**src/rtl/alu_multicycle.sv**
```systemverilog
// Handshaked multi-cycle ALU: 16 opcodes, registered C/Cout/Zero, and variable
// shifts executed one bit per cycle from a work register and down-counter.

module alu_multicycle #(
    parameter  int WIDTH   = 16,
    localparam int SHAMT_W = $clog2(WIDTH)
) (
    input  logic             clk,
    input  logic             reset,
    input  logic             in_valid,
    output logic             in_ready,
    input  logic [WIDTH-1:0] A,
    input  logic [WIDTH-1:0] B,
    input  logic [3:0]       OP,
    output logic             out_valid,
    input  logic             out_ready,
    output logic [WIDTH-1:0] C,
    output logic             Cout,
    output logic             Zero,
    output logic [1:0]       dbg_state
);

    // Handshake: a transfer happens on a rising edge where valid && ready are
    // both high; a producer holds its data until then and ready never depends
    // on valid on the same side.

    typedef enum logic [3:0] {
        OP_ADD  = 4'h0, OP_SUB  = 4'h1, OP_AND = 4'h2, OP_OR  = 4'h3,
        OP_NAND = 4'h4, OP_NOR  = 4'h5, OP_XOR = 4'h6, OP_XNOR = 4'h7,
        OP_ID   = 4'h8, OP_NOT  = 4'h9, OP_LRS = 4'hA, OP_ARS = 4'hB,
        OP_RR   = 4'hC, OP_LLS  = 4'hD, OP_ALS = 4'hE, OP_RL   = 4'hF
    } op_e;

    typedef enum logic [1:0] {
        S_IDLE  = 2'd0,
        S_SHIFT = 2'd1,
        S_DONE  = 2'd2
    } state_e;

    state_e             state_q, state_d;
    logic [WIDTH-1:0]   c_q;
    logic               cout_q, zero_q;
    logic [WIDTH-1:0]   work_q, work_next;
    logic [SHAMT_W-1:0] cnt_q;
    op_e                sop_q;

    op_e                op_in;
    logic [SHAMT_W-1:0] shamt;
    logic               is_shift;
    logic [WIDTH-1:0]   alu_c, sum, diff;
    logic               alu_cout;
    logic               load_alu, start_shift, shift_en, shift_last;

    assign op_in    = op_e'(OP);
    assign shamt    = B[SHAMT_W-1:0];
    assign is_shift = (OP >= 4'hA);
    assign sum      = A + B;
    assign diff     = A - B;

    // Single-bit step of the captured shift opcode.
    function automatic logic [WIDTH-1:0] shift_one(input op_e op, input logic [WIDTH-1:0] v);
        logic [WIDTH-1:0] r;
        r = v;
        case (op)
            OP_LRS:         r = {1'b0, v[WIDTH-1:1]};
            OP_ARS:         r = {v[WIDTH-1], v[WIDTH-1:1]};
            OP_RR:          r = {v[0], v[WIDTH-1:1]};
            OP_LLS, OP_ALS: r = {v[WIDTH-2:0], 1'b0};
            OP_RL:          r = {v[WIDTH-2:0], v[WIDTH-1]};
            default:        r = v;
        endcase
        return r;
    endfunction

    assign work_next = shift_one(sop_q, work_q);

    always_comb begin
        alu_c    = '0;
        alu_cout = 1'b0;
        case (op_in)
            OP_ADD: begin
                alu_c    = sum;
                alu_cout = (A[WIDTH-1] == B[WIDTH-1]) && (sum[WIDTH-1] != A[WIDTH-1]);
            end
            OP_SUB: begin
                alu_c    = diff;
                alu_cout = (A[WIDTH-1] != B[WIDTH-1]) && (diff[WIDTH-1] != A[WIDTH-1]);
            end
            OP_AND:  alu_c = A & B;
            OP_OR:   alu_c = A | B;
            OP_NAND: alu_c = ~(A & B);
            OP_NOR:  alu_c = ~(A | B);
            OP_XOR:  alu_c = A ^ B;
            OP_XNOR: alu_c = ~(A ^ B);
            OP_NOT:  alu_c = ~A;
            // ID and zero-length shifts both pass A straight through.
            default: alu_c = A;
        endcase
    end

    always_comb begin
        state_d     = state_q;
        in_ready    = 1'b0;
        load_alu    = 1'b0;
        start_shift = 1'b0;
        shift_en    = 1'b0;
        shift_last  = 1'b0;
        case (state_q)
            S_IDLE: in_ready = 1'b1;
            S_SHIFT: begin
                shift_en = 1'b1;
                if (cnt_q == SHAMT_W'(1)) begin
                    shift_last = 1'b1;
                    state_d    = S_DONE;
                end
            end
            S_DONE: begin
                in_ready = out_ready;
                if (out_ready) state_d = S_IDLE;
            end
            default: state_d = S_IDLE;
        endcase
        if (reset) in_ready = 1'b0;
        // An accept overrides the retire-to-idle transition for back-to-back ops.
        if (in_valid && in_ready) begin
            if (is_shift && (shamt != '0)) begin
                start_shift = 1'b1;
                state_d     = S_SHIFT;
            end else begin
                load_alu = 1'b1;
                state_d  = S_DONE;
            end
        end
    end

    always_ff @(posedge clk) begin
        if (reset) begin
            state_q <= S_IDLE;
            c_q     <= '0;
            cout_q  <= 1'b0;
            zero_q  <= 1'b0;
            work_q  <= '0;
            cnt_q   <= '0;
            sop_q   <= OP_ADD;
        end else begin
            state_q <= state_d;
            if (load_alu) begin
                c_q    <= alu_c;
                cout_q <= alu_cout;
                zero_q <= (alu_c == '0);
            end else if (shift_last) begin
                c_q    <= work_next;
                cout_q <= 1'b0;
                zero_q <= (work_next == '0);
            end
            if (start_shift) begin
                work_q <= A;
                cnt_q  <= shamt;
                sop_q  <= op_in;
            end else if (shift_en) begin
                work_q <= work_next;
                cnt_q  <= cnt_q - SHAMT_W'(1);
            end
        end
    end

    assign out_valid = (state_q == S_DONE);
    assign C         = c_q;
    assign Cout      = cout_q;
    assign Zero      = zero_q;
    assign dbg_state = state_q;

endmodule

```
**config.mk**
```make
export PLATFORM = sky130hd
export DESIGN_NAME = alu_multicycle
export DESIGN_NICKNAME = d
export VERILOG_FILES = /design/src/rtl/alu_multicycle.sv
export SDC_FILE = /design/constraint.sdc
export NUM_CORES = 1
export LEC_CHECK = 0
export ABC_AREA = 1
export BUFFER_PORTS_ARGS = -buffer_cell sky130_fd_sc_hd__buf_4
export CAP_MARGIN = 25
export CORE_UTILIZATION = 65
export CTS_BUF_LIST = sky130_fd_sc_hd__clkbuf_4 sky130_fd_sc_hd__clkbuf_8 sky130_fd_sc_hd__clkbuf_16
export DETAILED_ROUTE_END_ITERATION = 10
export PLACE_DENSITY = 0.87
export REMOVE_ABC_BUFFERS = 1
export SLEW_MARGIN = 20
export SYNTH_ARGS = -nofsm -noshare
export SYNTH_HDL_FRONTEND = slang
export SYNTH_SLANG_ARGS = --single-unit
```
**constraint.sdc**
```tcl
create_clock -name clk -period 6 [get_ports clk]
set_input_delay 1.2 -clock clk [delete_from_list [all_inputs] [get_ports clk]]
set_output_delay 1.2 -clock clk [all_outputs]
set_load 0.005 [all_outputs]
```
==> metrics.txt <==
status finished clean; H-tree lvl count 2; grt ovf 0; Num CTS Buffers 5; clock-pin transition on the worst setup and hold timing paths roughly 0.09 ns; Power Internal about 560 uW; Rel. slew slack 0.290; unrepaired setup endpoints after global routing false; compound-cell area share of the yosys netlist 0.166; Post-synth top cells nand2_1 (290), inv_1 (137), nor2_1 (108), nand3_1 (102), ha_1 (49); Max Freq 301 MHz; critical hold path startpoint C[12]; total length of routed wires between 15000 and 20000 microns; Site Rows 33; Netlist cell types 43; Fin. Hold Viols 0; Die X-Extent 94.7 microns; FFs w/ async S/R, synth 0; Worst Tran Pin Value around 1.1 ns; mux contribution to synthesized area 0; part of the power in registers 0.338; switching part of the total 0.395; All-Layer GR Usage 0.429; WP data arrival 3.57 ns; Worst Skew 0.00822 ns; Yosys reg bits 44; final setup TNS 0 ns; Post-synth EDFFs 0; CP Max Fanout 5; Core Area between 8000 and 9000 sq um; Initial DRT Pass Iterations 5; most used flip-flop cell after synthesis dfxtp_1; CTS Sinks 44; grt met3 use 0.0499; crit start category input port; WP buf/inv 3; Psw 368 uW; total die area 8970 sq um; antenna viol nets, final 0; Hold Path Stages 2; Largest delay share family, worst path simple AND/OR/NAND/NOR gates; Area contributors post-synth nand2_1 (19%), dfxtp_1 (16%), ha_1 (11%), inv_1 (9.2%), nand3_1 (9.1%); total power roughly 930 uW; Slew Viols, Final 0; worst hold margin 0.490 ns; CTS Hold Bufs 0; Power Dens Cells 152 nW/um^2; Setup crit end kind register; initial antenna violation count 0; R2R Path Start dbg_state[1]; HP Class reg -> reg; crit path kind in -> reg; Tmin final 3.33 ns; Final period util 0.554; via count 6949; fill count 740; most frequent cell on the critical path nand2_1; clk_lat worst skew roughly 0.30 ns; critical path depth in cells 18; Peak supply drop 0.162 mV; Layout Nets 1118; register area share after synthesis 0.158; post-DP HPWL roughly 14000 microns; final estimated routing congestion in global placement between 1 and 1.5; CP startpoint A[0]; initial drt markers 803; clock share of power 0.249; Setup-failing EPs final 0; leakage 3.04 nW; Ports 62; part of the power in combinational logic 0.413; cell with the most instances after synthesis nand2_1; Post-Synth XOR/XNOR Area 0.00627; Critical Path RT 6.24 ns; Post-Synth Adder-Cell Area 0.117; Slowest-stage cell, CP fa_1; GRT met1 Usage 0.582; TritonCTS clock tree done; gr busiest metal met2; post-cts sizing count 0; main combinational cell family by area after synthesis simple AND/OR/NAND/NOR gates; largest net degree at the start of global routing 34; via/cell ratio 6.13; Synth Warn # 0; worst reg-to-reg path cell count 9; Clock Tree Buf Depth 2; first-pass GRT wire length 30100 microns; simple-gate portion of the synthesized area 0.426; Starting Density 0.676; syn_area_per_cell roughly 5.6 sq um; CP peak stage delay roughly 0.43 ns; Root Driver clkbuf_8; synthesized netlist cell count 990; DR WL/cell 16.6 microns; Die Height 94.7 microns; worst path cell trace buf_4 > inv_1 > ha_1 > inv_1 > fa_1 > nand2_1 > nand2_1 > nand3_1 > nand2_1 > nand2_1 > nand2_1 > nand2_1 > nand4_1 > nand3_1 > nand3_1 > nor2_1 > nand4_1 > a21oi_1; leading area contributor after synthesis nand2_1; n_diodes 0; fraction of layout cells with a size suffix above 1 0.0866; Setup Fix Bufs, Post-CTS 0; max_cap viols 0; Syn-to-layout area delta 9.48%; grt met2 use 0.659; Synth top area share 0.195; I/O Buffers 61; Syn Std Cell Area 5590 sq um; DR DRC count 0; vias in the first global route about 6000
-- layout make-up --
class | instances | area, sq um | share of cell area
multi-input combinational | 772 | 3990 | 0.653
sequential | 44 | 881 | 0.144
clock buffer | 6 | 76.3 | 0.0125
timing repair buffer | 62 | 465 | 0.0761
clock inverter | 2 | 35.0 | 0.00573
tap | 105 | 131 | 0.0215
inverter | 142 | 533 | 0.0872
-- worst register-to-register path: cells and delay by family (launching register included) --
kind / cells / cell delay [ns]
AO/OA/AOI/OAI: 2 / 0.49
buffers and inverters: 3 / 0.73
AND/OR/NAND/NOR: 4 / 1.01
flip-flops: 1 / 0.37
-- power groups by stage --
stage / Clock [mW] / Combinational [mW] / Sequential, mW
finish: 0.232 / 0.385 / 0.315
global route: 0.241 / 0.427 / 0.316
CTS: 0.230 / 0.372 / 0.315
detailed placement: 0 / 0.369 / 0.322
global placement: 0 / 0.368 / 0.321
floorplan: 0 / 0.247 / 0.320
-- per-stage QoR --
stage | instances | utilization | worst slack [ns] | instance area (sq um)
after floorplan | 958 | - | 2.94 | 5410
after global placement | 1125 | 0.727 | 2.49 | 6000
after detailed placement | 1125 | 0.727 | 2.46 | 6000
after CTS | 1133 | 0.740 | 2.75 | 6110
after global routing | 1133 | 0.740 | 2.49 | 6110
final | 1133 | 0.740 | 2.67 | 6110
-- routing by layer --
metal / wire length [microns] / up-vias / part of all wire
met3: 2140 / 96 / 0.11
met2: 7830 / 512 / 0.42
li1: - / 3321 / -
met5: 0 / - / 0
met4: 1180 / 0 / 0.063
met1: 7680 / 3020 / 0.41
-- logic make-up (layout without fill, tap and decap cells) --
logic type | count (synthesis) | in the layout
fa+ha+maj | 51 | 51
flops | 44 | 44
compound gates | 156 | 156
xor+xnor | 4 | 4
buf+inv | 174 | 212
simple gates | 561 | 561
-- path summary, 6_finish.rpt --
path,end,slack (ns)
setup reg to reg,C[13],3.28
hold / removal,C[12],0.49
setup / recovery,Zero,2.67
hold reg to reg,C[12],0.49
-- flip-flops by register name (all words and copies together), names as in the netlist --
signal     count
cnt_q          4
Cout           1
C             16
Zero           1
work_q        16
dbg_state      2
sop_q          4
-- cell usage in the layout, fill, tap and decap left out, types with 4 or more instances in the layout --
master and count:
nand2_2 4, nor2_1 108, o22ai_1 19, ha_1 49, inv_1 137, o21ai_1 6
a31oi_1 14, nor3_1 13, nand2_1 290, clkbuf_8 5, o21ai_0 43, a21oi_1 44
nand3_1 102, o221ai_1 15, nor2_2 6, nand4_1 23, buf_4 62, dfxtp_1 44
inv_2 4
Note: power is estimated with default switching activity, not from simulation.
